File: config.mk
export PLATFORM = sky130hd
export DESIGN_NAME = usb_word_ctrl
export DESIGN_NICKNAME = d
export VERILOG_FILES = /design/src/rtl/usb_pkg.sv /design/src/rtl/usb_rx_assembler.sv /design/src/rtl/usb_word_ctrl.sv
export SDC_FILE = /design/constraint.sdc
export NUM_CORES = 1
export LEC_CHECK = 0
export BUFFER_PORTS_ARGS = -buffer_cell sky130_fd_sc_hd__buf_2
export CAP_MARGIN = 20
export CORE_MARGIN = 1.5
export CORE_UTILIZATION = 44
export CTS_CLUSTER_SIZE = 16
export DETAILED_ROUTE_END_ITERATION = 8
export PLACE_DENSITY = 0.67
export SLEW_MARGIN = 20
export SYNTH_ARGS = -nofsm -noshare
export SYNTH_HDL_FRONTEND = slang
export SYNTH_SLANG_ARGS = --single-unit
File: constraint.sdc
create_clock -name clk -period 2.2 [get_ports clk]
set_input_delay 0.22 -clock clk [delete_from_list [all_inputs] [get_ports clk]]
set_output_delay 0.22 -clock clk [all_outputs]
set_load 0.005 [all_outputs]
File: src/rtl/usb_pkg.sv
// Shared types and constants for the USB word/byte sequencing controller.
// Optional RX timeout is enabled with `define USB_RX_TIMEOUT_EN (see usb_rx_assembler).
package usb_pkg;

  localparam int BYTE_W         = 8;
  localparam int WORD_BYTES_DEF = 4;

  typedef logic [BYTE_W-1:0] byte_t;

  typedef enum logic [1:0] {
    IDLE = 2'd0,
    SEND = 2'd1,
    LAST = 2'd2
  } tx_state_t;

endpackage

File: src/rtl/usb_rx_assembler.sv
// Collects MSB-first bytes from the USB deserializer into complete words.
// With USB_RX_TIMEOUT_EN defined, a partial word idle for RX_TIMEOUT cycles is discarded.
module usb_rx_assembler
  import usb_pkg::*;
#(
  parameter int WORD_BYTES = WORD_BYTES_DEF,
  parameter int RX_TIMEOUT = 1024,
  localparam int WORD_W    = BYTE_W * WORD_BYTES
) (
  input  logic              clk,
  input  logic              rst,
  input  byte_t             rx_byte,
  input  logic              new_byte,
  output logic [WORD_W-1:0] stock_data,
  output logic              data_ready,
  output logic              rx_abort
);

  localparam int CNT_W = (WORD_BYTES > 1) ? $clog2(WORD_BYTES) : 1;
  localparam logic [CNT_W-1:0] LAST_IDX = CNT_W'(WORD_BYTES - 1);

  logic [CNT_W-1:0]  cnt_q, cnt_d, base_cnt;
  logic [WORD_W-1:0] asm_q, asm_d;
  logic [WORD_W-1:0] stock_q, stock_d;
  logic              drdy_q, drdy_d;
  logic              tmo;

  function automatic logic [WORD_W-1:0] shift_in(input logic [WORD_W-1:0] w,
                                                  input byte_t b);
    return (w << BYTE_W) | WORD_W'(b);
  endfunction

`ifdef USB_RX_TIMEOUT_EN
  localparam int TMO_W = $clog2(RX_TIMEOUT + 1);

  logic [TMO_W-1:0] idle_q, idle_d;
  logic             abort_q;

  assign tmo = (cnt_q != '0) && (idle_q == TMO_W'(RX_TIMEOUT));

  always_comb begin
    idle_d = idle_q;
    if (new_byte || tmo) begin
      idle_d = '0;
    end else if (cnt_q != '0) begin
      idle_d = idle_q + TMO_W'(1);
    end
  end

  always_ff @(posedge clk) begin
    if (rst) begin
      idle_q  <= '0;
      abort_q <= 1'b0;
    end else begin
      idle_q  <= idle_d;
      abort_q <= tmo;
    end
  end

  assign rx_abort = abort_q;
`else
  assign tmo      = 1'b0;
  assign rx_abort = 1'b0;
`endif

  // A byte arriving in the timeout cycle starts a fresh word; stale bytes
  // left in asm_q are shifted out before that word can complete.
  assign base_cnt = tmo ? '0 : cnt_q;

  always_comb begin
    cnt_d   = base_cnt;
    asm_d   = asm_q;
    stock_d = stock_q;
    drdy_d  = 1'b0;
    if (new_byte) begin
      asm_d = shift_in(asm_q, rx_byte);
      if (base_cnt == LAST_IDX) begin
        stock_d = shift_in(asm_q, rx_byte);
        drdy_d  = 1'b1;
        cnt_d   = '0;
      end else begin
        cnt_d = base_cnt + CNT_W'(1);
      end
    end
  end

  always_ff @(posedge clk) begin
    if (rst) begin
      cnt_q   <= '0;
      asm_q   <= '0;
      stock_q <= '0;
      drdy_q  <= 1'b0;
    end else begin
      cnt_q   <= cnt_d;
      asm_q   <= asm_d;
      stock_q <= stock_d;
      drdy_q  <= drdy_d;
    end
  end

  assign stock_data = stock_q;
  assign data_ready = drdy_q;

endmodule

File: src/rtl/usb_word_ctrl.sv
// Word/byte sequencer between the core word interface and the USB byte serializer/deserializer.
// Define USB_RX_TIMEOUT_EN to discard stalled partial RX words after RX_TIMEOUT idle cycles.
module usb_word_ctrl
  import usb_pkg::*;
#(
  parameter int WORD_BYTES = WORD_BYTES_DEF,
  parameter int RX_TIMEOUT = 1024,
  localparam int WORD_W    = BYTE_W * WORD_BYTES
) (
  input  logic              clk,
  input  logic              rst,
  input  logic              output_ready,
  input  logic [WORD_W-1:0] average_data,
  output byte_t             tx_byte,
  output logic              tx_valid,
  input  logic              tx_ready,
  input  byte_t             rx_byte,
  input  logic              new_byte,
  output logic [WORD_W-1:0] stock_data,
  output logic              data_ready,
  output logic              tx_busy,
  output logic              tx_overrun,
  output logic              rx_abort
);

  localparam int IDX_W = (WORD_BYTES > 1) ? $clog2(WORD_BYTES) : 1;
  localparam logic [IDX_W-1:0] PRE_LAST = IDX_W'((WORD_BYTES > 1) ? WORD_BYTES - 2 : 0);
  localparam tx_state_t FIRST_ST = (WORD_BYTES > 1) ? SEND : LAST;

  tx_state_t         state_q, state_d;
  logic [WORD_W-1:0] shift_q, shift_d;
  logic [IDX_W-1:0]  idx_q, idx_d;
  logic [WORD_W-1:0] hold_q, hold_d;
  logic              hold_full_q, hold_full_d;
  logic              ovr_q, ovr_d;
  logic              last_done;

  assign last_done = (state_q == LAST) && tx_ready;

  always_comb begin
    state_d     = state_q;
    shift_d     = shift_q;
    idx_d       = idx_q;
    hold_d      = hold_q;
    hold_full_d = hold_full_q;
    ovr_d       = ovr_q;

    unique case (state_q)
      IDLE: begin
        if (output_ready) begin
          shift_d = average_data;
          idx_d   = '0;
          state_d = FIRST_ST;
        end
      end
      SEND: begin
        if (tx_ready) begin
          shift_d = shift_q << BYTE_W;
          idx_d   = idx_q + IDX_W'(1);
          if (idx_q == PRE_LAST) begin
            state_d = LAST;
          end
        end
      end
      LAST: begin
        if (tx_ready) begin
          idx_d = '0;
          if (hold_full_q) begin
            shift_d     = hold_q;
            hold_full_d = 1'b0;
            state_d     = FIRST_ST;
          end else if (output_ready) begin
            // Empty hold and a word arriving as the last byte leaves: chain it directly.
            shift_d = average_data;
            state_d = FIRST_ST;
          end else begin
            shift_d = '0;
            state_d = IDLE;
          end
        end
      end
      default: begin
        state_d = IDLE;
      end
    endcase

    if (output_ready && (state_q != IDLE)) begin
      if (!hold_full_q && !last_done) begin
        hold_d      = average_data;
        hold_full_d = 1'b1;
      end else if (hold_full_q && last_done) begin
        hold_d      = average_data;
        hold_full_d = 1'b1;
      end else if (hold_full_q) begin
        ovr_d = 1'b1;
      end
    end
  end

  always_ff @(posedge clk) begin
    if (rst) begin
      state_q     <= IDLE;
      shift_q     <= '0;
      idx_q       <= '0;
      hold_q      <= '0;
      hold_full_q <= 1'b0;
      ovr_q       <= 1'b0;
    end else begin
      state_q     <= state_d;
      shift_q     <= shift_d;
      idx_q       <= idx_d;
      hold_q      <= hold_d;
      hold_full_q <= hold_full_d;
      ovr_q       <= ovr_d;
    end
  end

  assign tx_byte    = shift_q[WORD_W-1 -: BYTE_W];
  assign tx_valid   = (state_q != IDLE);
  assign tx_busy    = (state_q != IDLE) || hold_full_q;
  assign tx_overrun = ovr_q;

  usb_rx_assembler #(
    .WORD_BYTES (WORD_BYTES),
    .RX_TIMEOUT (RX_TIMEOUT)
  ) u_rx (
    .clk        (clk),
    .rst        (rst),
    .rx_byte    (rx_byte),
    .new_byte   (new_byte),
    .stock_data (stock_data),
    .data_ready (data_ready),
    .rx_abort   (rx_abort)
  );

endmodule

== Word-level counts from Yosys, hierarchy flattened ==
Cells that the tools add are included.
Widths: inputs -> output; s select.

* Logic and storage cells: 67
* Input port bits: 45
* Flip-flop bits (word level): 129

* Reductions and logical operators: 17
* Multiplexer cells: 26
* Equality and inequality tests: 8
* $add $sub $neg: 2
* Bitwise operators: 4

{| class="wikitable"
|+ Operators by type and width
! operator !! count
|-
| $mux 32 || 7
|-
| $pmux 32 s3 || 1
|-
| $or 32x8->32 || 1
|-
| $mux 2 || 8
|-
| $pmux 2 s3 || 2
|-
| $reduce_and 4->1 || 3
|-
| $mux 1 || 8
|-
| $ne 2x2->1 const B || 4
|-
| $eq 2x2->1 const B || 3
|-
| $add 2x1->2 const B || 2
|-
| $logic_and 1x1->1 || 4
|-
| $reduce_and 2->1 || 2
|-
| $reduce_bool 2->1 || 2
|-
| $not 1->1 || 3
|-
| $reduce_bool 3->1 || 1
|-
| $eq 2x1->1 const B || 1
|-
| $logic_not 1->1 || 2
|-
| $logic_not 2->1 || 1
|-
| $reduce_or 2->1 || 1
|-
| $logic_or 1x1->1 || 1
|}

== Logic depth before layout (Yosys ltp) ==
Gate-level depths: netlist (run 1).

* Depth in word-level cells: 6
* Depth in mapped cells: 10

== Modules after synthesis ==
From an unflattened synthesis (run 1), not the netlist that was laid out.

* Cell total of the unflattened synthesis: 640
* Area total of the unflattened synthesis: 5764.3 um2

{| class="wikitable"
|+ Modules (own cells, without submodules)
! module !! area each (um2) !! cells an instance !! instances !! sequential area each (um2)
|-
| usb_word_ctrl || 3374.5 || 403 || 1 || 1401.3
|-
| usb_rx_assembler || 2389.8 || 237 || 1 || 1181.1
|}

== Worst setup path before layout (run 1) ==
OpenSTA, ideal clock, no wires.

* Kind: reg-to-reg
* Start: reg state_q[0]
* End: reg shift_q[4]
* Slack: 354 ps
* Data arrival time: 1714 ps
* Data required time: 2068 ps
* Period minus slack after synthesis: 1846 ps
* Cell stages (with the launch flop): 9
* Path through: dfxtp_1 -> inv_1 -> ha_1 -> o21ba_1 -> or3_1 -> buf_2 -> buf_6 -> a221oi_2 -> nor3_1

* Longest elaborated chain between the ends: 3
* Elaborated cells on any way between the ends: 9

{| class="wikitable"
|+ RTL lines
! element !! RTL line !! source
|-
| start, declared || usb_word_ctrl.sv:30 || <nowiki>tx_state_t state_q, state_d;</nowiki>
|-
| start signal, assigned || usb_word_ctrl.sv:109 || <nowiki>state_q <= state_d;</nowiki>
|-
| $eq 2x1->1, or another cell as far along || usb_word_ctrl.sv:48 || <nowiki>unique case (state_q)</nowiki>
|-
| $ne 2x2->1 (no line) or $reduce_bool 3->1 (tied branches) || - ||
|-
| $reduce_and 4->1 (no line) || - ||
|-
| end signal, assigned || usb_word_ctrl.sv:110 || <nowiki>shift_q <= shift_d;</nowiki>
|-
| end, declared || usb_word_ctrl.sv:31 || <nowiki>logic [WORD_W-1:0] shift_q, shift_d;</nowiki>
|}

Several ways; a longest one is shown, not always the timed one.
A chain may end at the register's enable or synchronous reset.

== Worst setup path in the final report (run 1) ==
* Start: reg state_q[0]
* End: reg shift_q[0]

Same word-level chain as after synthesis.

==> results of run 1 <==
## critical path, delay by kind of cell (launching register included)
kind | cells | cell delay [ps]
buf+inv | 2 | 290
flops | 1 | 400
simple gates | 2 | 480
compound gates | 2 | 470
fa+ha+maj | 1 | 280
## sequential cells by signal, summed over array words and instances, names as in the netlist
signal,count
hold_q,32
shift_q,32
u_rx.stock_data,32
u_rx.asm_q,24
idx_q,2
state_q,2
u_rx.base_cnt,2
hold_full_q,1
tx_overrun,1
u_rx.data_ready,1
## stage by stage
| stage | cells | cell area, sq um | power (W) |
|---|---|---|---|
| 2_1_floorplan | 565 | 5290 | 0.00561 |
| 3_3_place_gp | 752 | 5800 | 0.00629 |
| 3_5_place_dp | 752 | 5800 | 0.00639 |
| 4_1_cts | 783 | 6390 | 0.00918 |
| 5_1_grt | 783 | 6410 | 0.00967 |
| 6_report | 783 | 6410 | 0.00913 |
## routing by layer
metal | global-route usage [%] | vias to the layer above | part of all wire [%] | wire (um)
li1 | - | 2125 | - | -
met1 | 25.1 | 2084 | 44 | 5640
met2 | 33.3 | 106 | 49 | 6190
met3 | 5.94 | 14 | 5.6 | 707
met4 | 8.19 | 0 | 1.2 | 153
met5 | 0 | - | 0 | 0
## cells by family (layout without fill, tap and decap cells)
| group | after synthesis | count (layout) |
|---|---|---|
| AO/OA/AOI/OAI | 179 | 179 |
| XOR/XNOR | 1 | 1 |
| adder cells (fa/ha/maj) | 9 | 9 |
| buffers and inverters | 66 | 141 |
| flip-flops | 129 | 129 |
| multiplexers | 26 | 26 |
| other | 1 | 1 |
| AND/OR/NAND/NOR | 154 | 154 |
## Yosys cell counts, types with 2 or more instances
library cell | instances | area share, %
a21bo_2 | 24 | 4.5
a21oi_1 | 61 | 5.8
a221o_1 | 24 | 4.5
a221oi_1 | 5 | 0.83
a221oi_2 | 4 | 1.1
a22o_1 | 32 | 5.3
and2_1 | 2 | 0.24
buf_2 | 20 | 1.9
buf_4 | 9 | 1.3
clkbuf_1 | 29 | 2.1
dfxtp_1 | 129 | 49
ha_1 | 9 | 2.1
inv_1 | 7 | 0.50
mux2i_1 | 26 | 4.9
nand2_1 | 95 | 6.7
nand2b_1 | 2 | 0.24
nor2_1 | 37 | 2.6
nor2b_1 | 3 | 0.35
nor3_1 | 9 | 0.85
o211ai_1 | 24 | 3.4
o21ai_0 | 2 | 0.19
## power groups by stage
stage               registers [W]  clock network (W)  logic (W)
floorplan                 0.00303                  0    0.00258
detailed placement        0.00311                  0    0.00329
global route              0.00311            0.00291    0.00365
finish                    0.00306            0.00276    0.00331
global placement          0.00309                  0    0.00320
CTS                       0.00306            0.00281    0.00331
## final cells by class
cell class                 count  area [sq um]
fill                        1031          5160
sequential                   129          2580
multi-input combinational    370          2420
timing repair buffer         103           607
clock buffer                  22           484
tap                          143           179
clock inverter                 9           106
inverter                       7          26.3
## worst max path at each step
stage                 end  slack, ps  cells past startpoint
2_1_floorplan  shift_q[4]        350                      8
6_report       shift_q[0]        140                      7
3_3_place_gp   shift_q[0]        210                      6
4_1_cts        shift_q[7]        100                      6
5_1_grt         hold_q[3]          9                      9
3_5_place_dp   shift_q[0]        120                      6
## repair_timing
item / 4_1_cts / 5_1_grt
hold buffers: 0 / 0
endpoints found under the setup margin: 0 / 24
gates resized for setup: 0 / 3
==> impl_metrics.toml, run 1 <==
[hold_path]
worstHoldStart = "rx_byte[4]"
hold_end = "u_rx.stock_data[4]"
hold_path_class = "in2reg"
hold_path_depth = 2

[setup_path]
worstPathMaxFanout = 34
startpoint = "state_q[0]"
crit_path_max_incr_delay_ps = 400
worstPathArrival_ps = 2320
slowest_stage = "dfxtp_1"
r2r_slack_ps = 140
path_cells = "inv_1, ha_1, o21ba_1, or3_1, buf_12, a221oi_1, nor3_1"
timing.rr.end = "shift_q[0]"
rr_worst_depth = 7
critPathRequiredTime_ps = 2470
worstReg2RegStart = "state_q[0]"
crit_type = "reg2reg"
critPathCaptureType = "flip-flop"
setup.worst_path.start_class = "flip-flop"

[cts]
cts_tree = "built"
clk_latency_ps = 410
cts_root_buf = "clkbuf_16"
path_clk_slew_ps = 50
clk_path_buf_depth = 2
h-tree-depth = 4
cts_sinks = 129
cts_made_buffers = 17
cts_setup_buffers = 0

[power]
p_leak_nw = 2.74
switching_share_pct = 32.3
p_per_area_nw_per_um2 = 1420
switching_power_w = 0.00295
p_int_w = 0.00618
seqPwrFrac_pct = 33.5
power.share.combinational_pct = 36.2
power_frac_clock_pct = 30.2
ir_drop_uv = 535

[drt]
vias = 4329
dr.pass1.iters = 4
drc = 0
drt_iter0_markers = 396
ant_nets = 0
wl_per_cell_um = 16.2
vias_per_cell = 5.53
wirelength_mm = 12.7

[synthesis]
synthDistinctLibCells = 33
synth_top_family_by_area = "compound AO/OA/AOI/OAI gates"
ys_seq_area_share_pct = 48.8
synthCells = 565
synthArstFlopShare_pct = 0
synth_edf_count = 0
synthXorXnorAreaFrac_pct = 0.165
yosys.area_share.simple_pct = 11.9
syn_area_sq_um = 5290
synth_fa_ha_area_share_pct = 2.13
yosys_warnings = 0
synth_mux_area_share_pct = 4.92
ys_ff_latch = 129
synth_compound_area_share_pct = 26.1
synth-main-ff-cell = "dfxtp_1"
synthesis.nets = 619
syn-mean-instance-area_sq_um = 9.37

[timing]
final.setup.worst_slack_ps = 145
clock.fmax_mhz = 487
worstMarginPinSlew_ps = 754
rsz0062_at_grt = "no"
maxSlewHeadroom_pct = 49.7
fin_crit_ps = 2060
hold-worst-slack_ps = 42.7
finalClockSkew_ps = 7.44
maxSlewViolCount = 0
finalCritPeriodShare_pct = 93.4
finalSetupViolations = 0
setup_tns_ps = 0
hold_viol = 0

[die]
io_pins = 90
dieArea_sq_um = 12700
rows = 39
die_h_um = 113
initial_core_util_pct = 45.8
core_sq_um = 11600
die_x_um = 113

[global_route]
track_usage_pct = 20.3
antenna_found_initial = 0
grt_pass1_wl_mm = 20.6
grt_max_degree = 72
grt_overflow = 0
grt_pass1_vias = 4192

[final_layout]
final_common_cell = "dfxtp_1"
nets = 682
drive_above_1_share_pct = 26.1
layout_common_cells = "129 x dfxtp_1, 95 x nand2_1, 88 x buf_2, 60 x a21oi_1, 36 x nor2_1"
syn2layout_area_growth_pct = 21.0
utilization_pct = 55.4
insertedDiodeCount = 0

[placement]
place_congestion = 0.800
dpl.hpwl_mm = 7.97
pre_cts_ws_ps = 121
io_buffers = 88

[outcome]
status = "finished clean"

[run]
cap_viol_max_count = 0
Note: power is estimated with default switching activity, not from simulation.
==> inputs of run 2 (changes only) <==
==> constraint.sdc (replaced) <==
create_clock -name clk -period 2.3 [get_ports clk]
set_input_delay 0.23 -clock clk [delete_from_list [all_inputs] [get_ports clk]]
set_output_delay 0.23 -clock clk [all_outputs]
set_load 0.005 [all_outputs]
==> run 2 against run 1 <==
- global-route usage is 0.38 points higher
- combinational power is 7.3% lower
- final cell count stayed put
- sequential share of layout area is 0.37 points higher
- routed wire length is 0.80% higher
==> impl_metrics.toml, run 2 (synthesis gave the netlist of run 1 again) <==
[setup_path]
worstPathMaxFanout = 34
crit_type = "reg2reg"
timing.rr.end = "shift_q[2]"
critPathCaptureType = "flip-flop"
critPathRequiredTime_ps = 2600
worst-path-buf-inv = 2
path_cells = "inv_1, ha_1, o21ba_1, or3_1, buf_4, a221oi_1, nor3_1"
setup.worst_path.start_class = "flip-flop"
r2r_slack_ps = 160
worstPathArrival_ps = 2450
crit_path_max_incr_delay_ps = 400
rr_worst_depth = 7
worstReg2RegStart = "state_q[0]"
cp_top_family = "compound AO/OA/AOI/OAI gates"
slowest_stage = "dfxtp_1"

[die]
rows = 39
die_h_um = 113
initial_core_util_pct = 45.8
die_x_um = 113
core_sq_um = 11600
dieArea_sq_um = 12700
io_pins = 90

[drt]
ant_nets = 0
vias = 4357
vias_per_cell = 5.56
wl_per_cell_um = 16.3
drt_iter0_markers = 381
wirelength_mm = 12.8
drc = 0
dr.pass1.iters = 4

[hold_path]
hold_path_class = "in2reg"
hold_end = "u_rx.stock_data[7]"
hold_path_depth = 2
worstHoldStart = "rx_byte[7]"

[timing]
finalClockSkew_ps = 5.39
hold-worst-slack_ps = 30.9
rsz0062_at_grt = "no"
clock.fmax_mhz = 466
setup_tns_ps = 0
finalCritPeriodShare_pct = 93.2
finalSetupViolations = 0
fin_crit_ps = 2140
hold_viol = 0
maxSlewViolCount = 0

[placement]
io_buffers = 88
dpl.hpwl_mm = 7.90
place_congestion = 0.851

[final_layout]
drive_above_1_share_pct = 25.8
fill_cells = 1043
syn2layout_area_growth_pct = 19.9
insertedDiodeCount = 0
final_common_cell = "dfxtp_1"
nets = 681
layout_common_cells = "129 x dfxtp_1, 95 x nand2_1, 88 x buf_2, 60 x a21oi_1, 36 x nor2_1"

[cts]
clk_latency_ps = 420
path_clk_slew_ps = 60
cts_setup_buffers = 0
cts_sinks = 129
cts_root_buf = "clkbuf_16"
cts_made_buffers = 17
clk_path_buf_depth = 2
cts_tree = "built"
cts.repair.resized = 0
postCtsHoldBufs = 0
h-tree-depth = 4

[power]
p_leak_nw = 2.72
ir_drop_uv = 606
p_per_area_nw_per_um2 = 1350

[global_route]
antenna_found_initial = 0
grt_max_degree = 65
grt_pass1_vias = 4288
track_usage_pct = 20.7
grt_overflow = 0
grt_pass1_wl_mm = 20.8

[run]
cap_viol_max_count = 0

[outcome]
status = "finished clean"
run 2: worst max-delay path by stage:
stage | start | end | slack [ps] | cells after the start
final | state_q[0] | shift_q[2] | 160 | 7
after global routing | state_q[0] | hold_q[27] | 40 | 9
after CTS | state_q[0] | shift_q[2] | 170 | 7
after detailed placement | state_q[0] | shift_q[2] | 170 | 7
after global placement | state_q[0] | shift_q[3] | 310 | 7
after floorplan | state_q[0] | shift_q[4] | 450 | 8
run 2: layout make-up:
class                   count  area [sq um]  area share (%)
clock inverters            12           109            1.71
inverters                   7          26.3           0.414
flip-flops and latches    129          2580            40.7
well taps                 143           179            2.82
multi-input cells         370          2410            38.0
repair buffers            102           583            9.18
clock buffers              20           457            7.19
run 2: worst register-to-register path, cell delays in order, from the launching register on:
cell	delay, ps
dfxtp_1	400
inv_1	100
ha_1	290
o21ba_1	240
or3_1	350
buf_4	270
a221oi_1	310
nor3_1	90
run 2: where the power goes:
part           switching, W  total (W)  internal, W  leakage, nW
clock network       0.00101    0.00255      0.00154        0.277
logic               0.00161    0.00307      0.00146         1.39
registers          0.000260    0.00293      0.00267         1.05
total               0.00288    0.00856      0.00568         2.72
run 2: through the flow:
step | util [%] | area [sq um] | total power (W) | setup slack, ps | instances
finish | 54.9 | 6350 | 0.00856 | 156 | 783
global placement | 50.0 | 5780 | 0.00594 | 312 | 751
floorplan | - | 5290 | 0.00536 | 454 | 565
detailed placement | 50.0 | 5780 | 0.00603 | 175 | 751
CTS | 54.9 | 6350 | 0.00861 | 171 | 783
global route | 54.9 | 6350 | 0.00908 | 41.8 | 783
run 2: layer usage:
| metal | up-vias | track usage [%] | wire length, um |
|---|---|---|---|
| met3 | 21 | 5.99 | 657 |
| met2 | 107 | 35.2 | 6260 |
| met5 | - | 0 | 0 |
| met1 | 2104 | 23.9 | 5610 |
| met4 | 0 | 9.96 | 263 |
| li1 | 2125 | - | - |
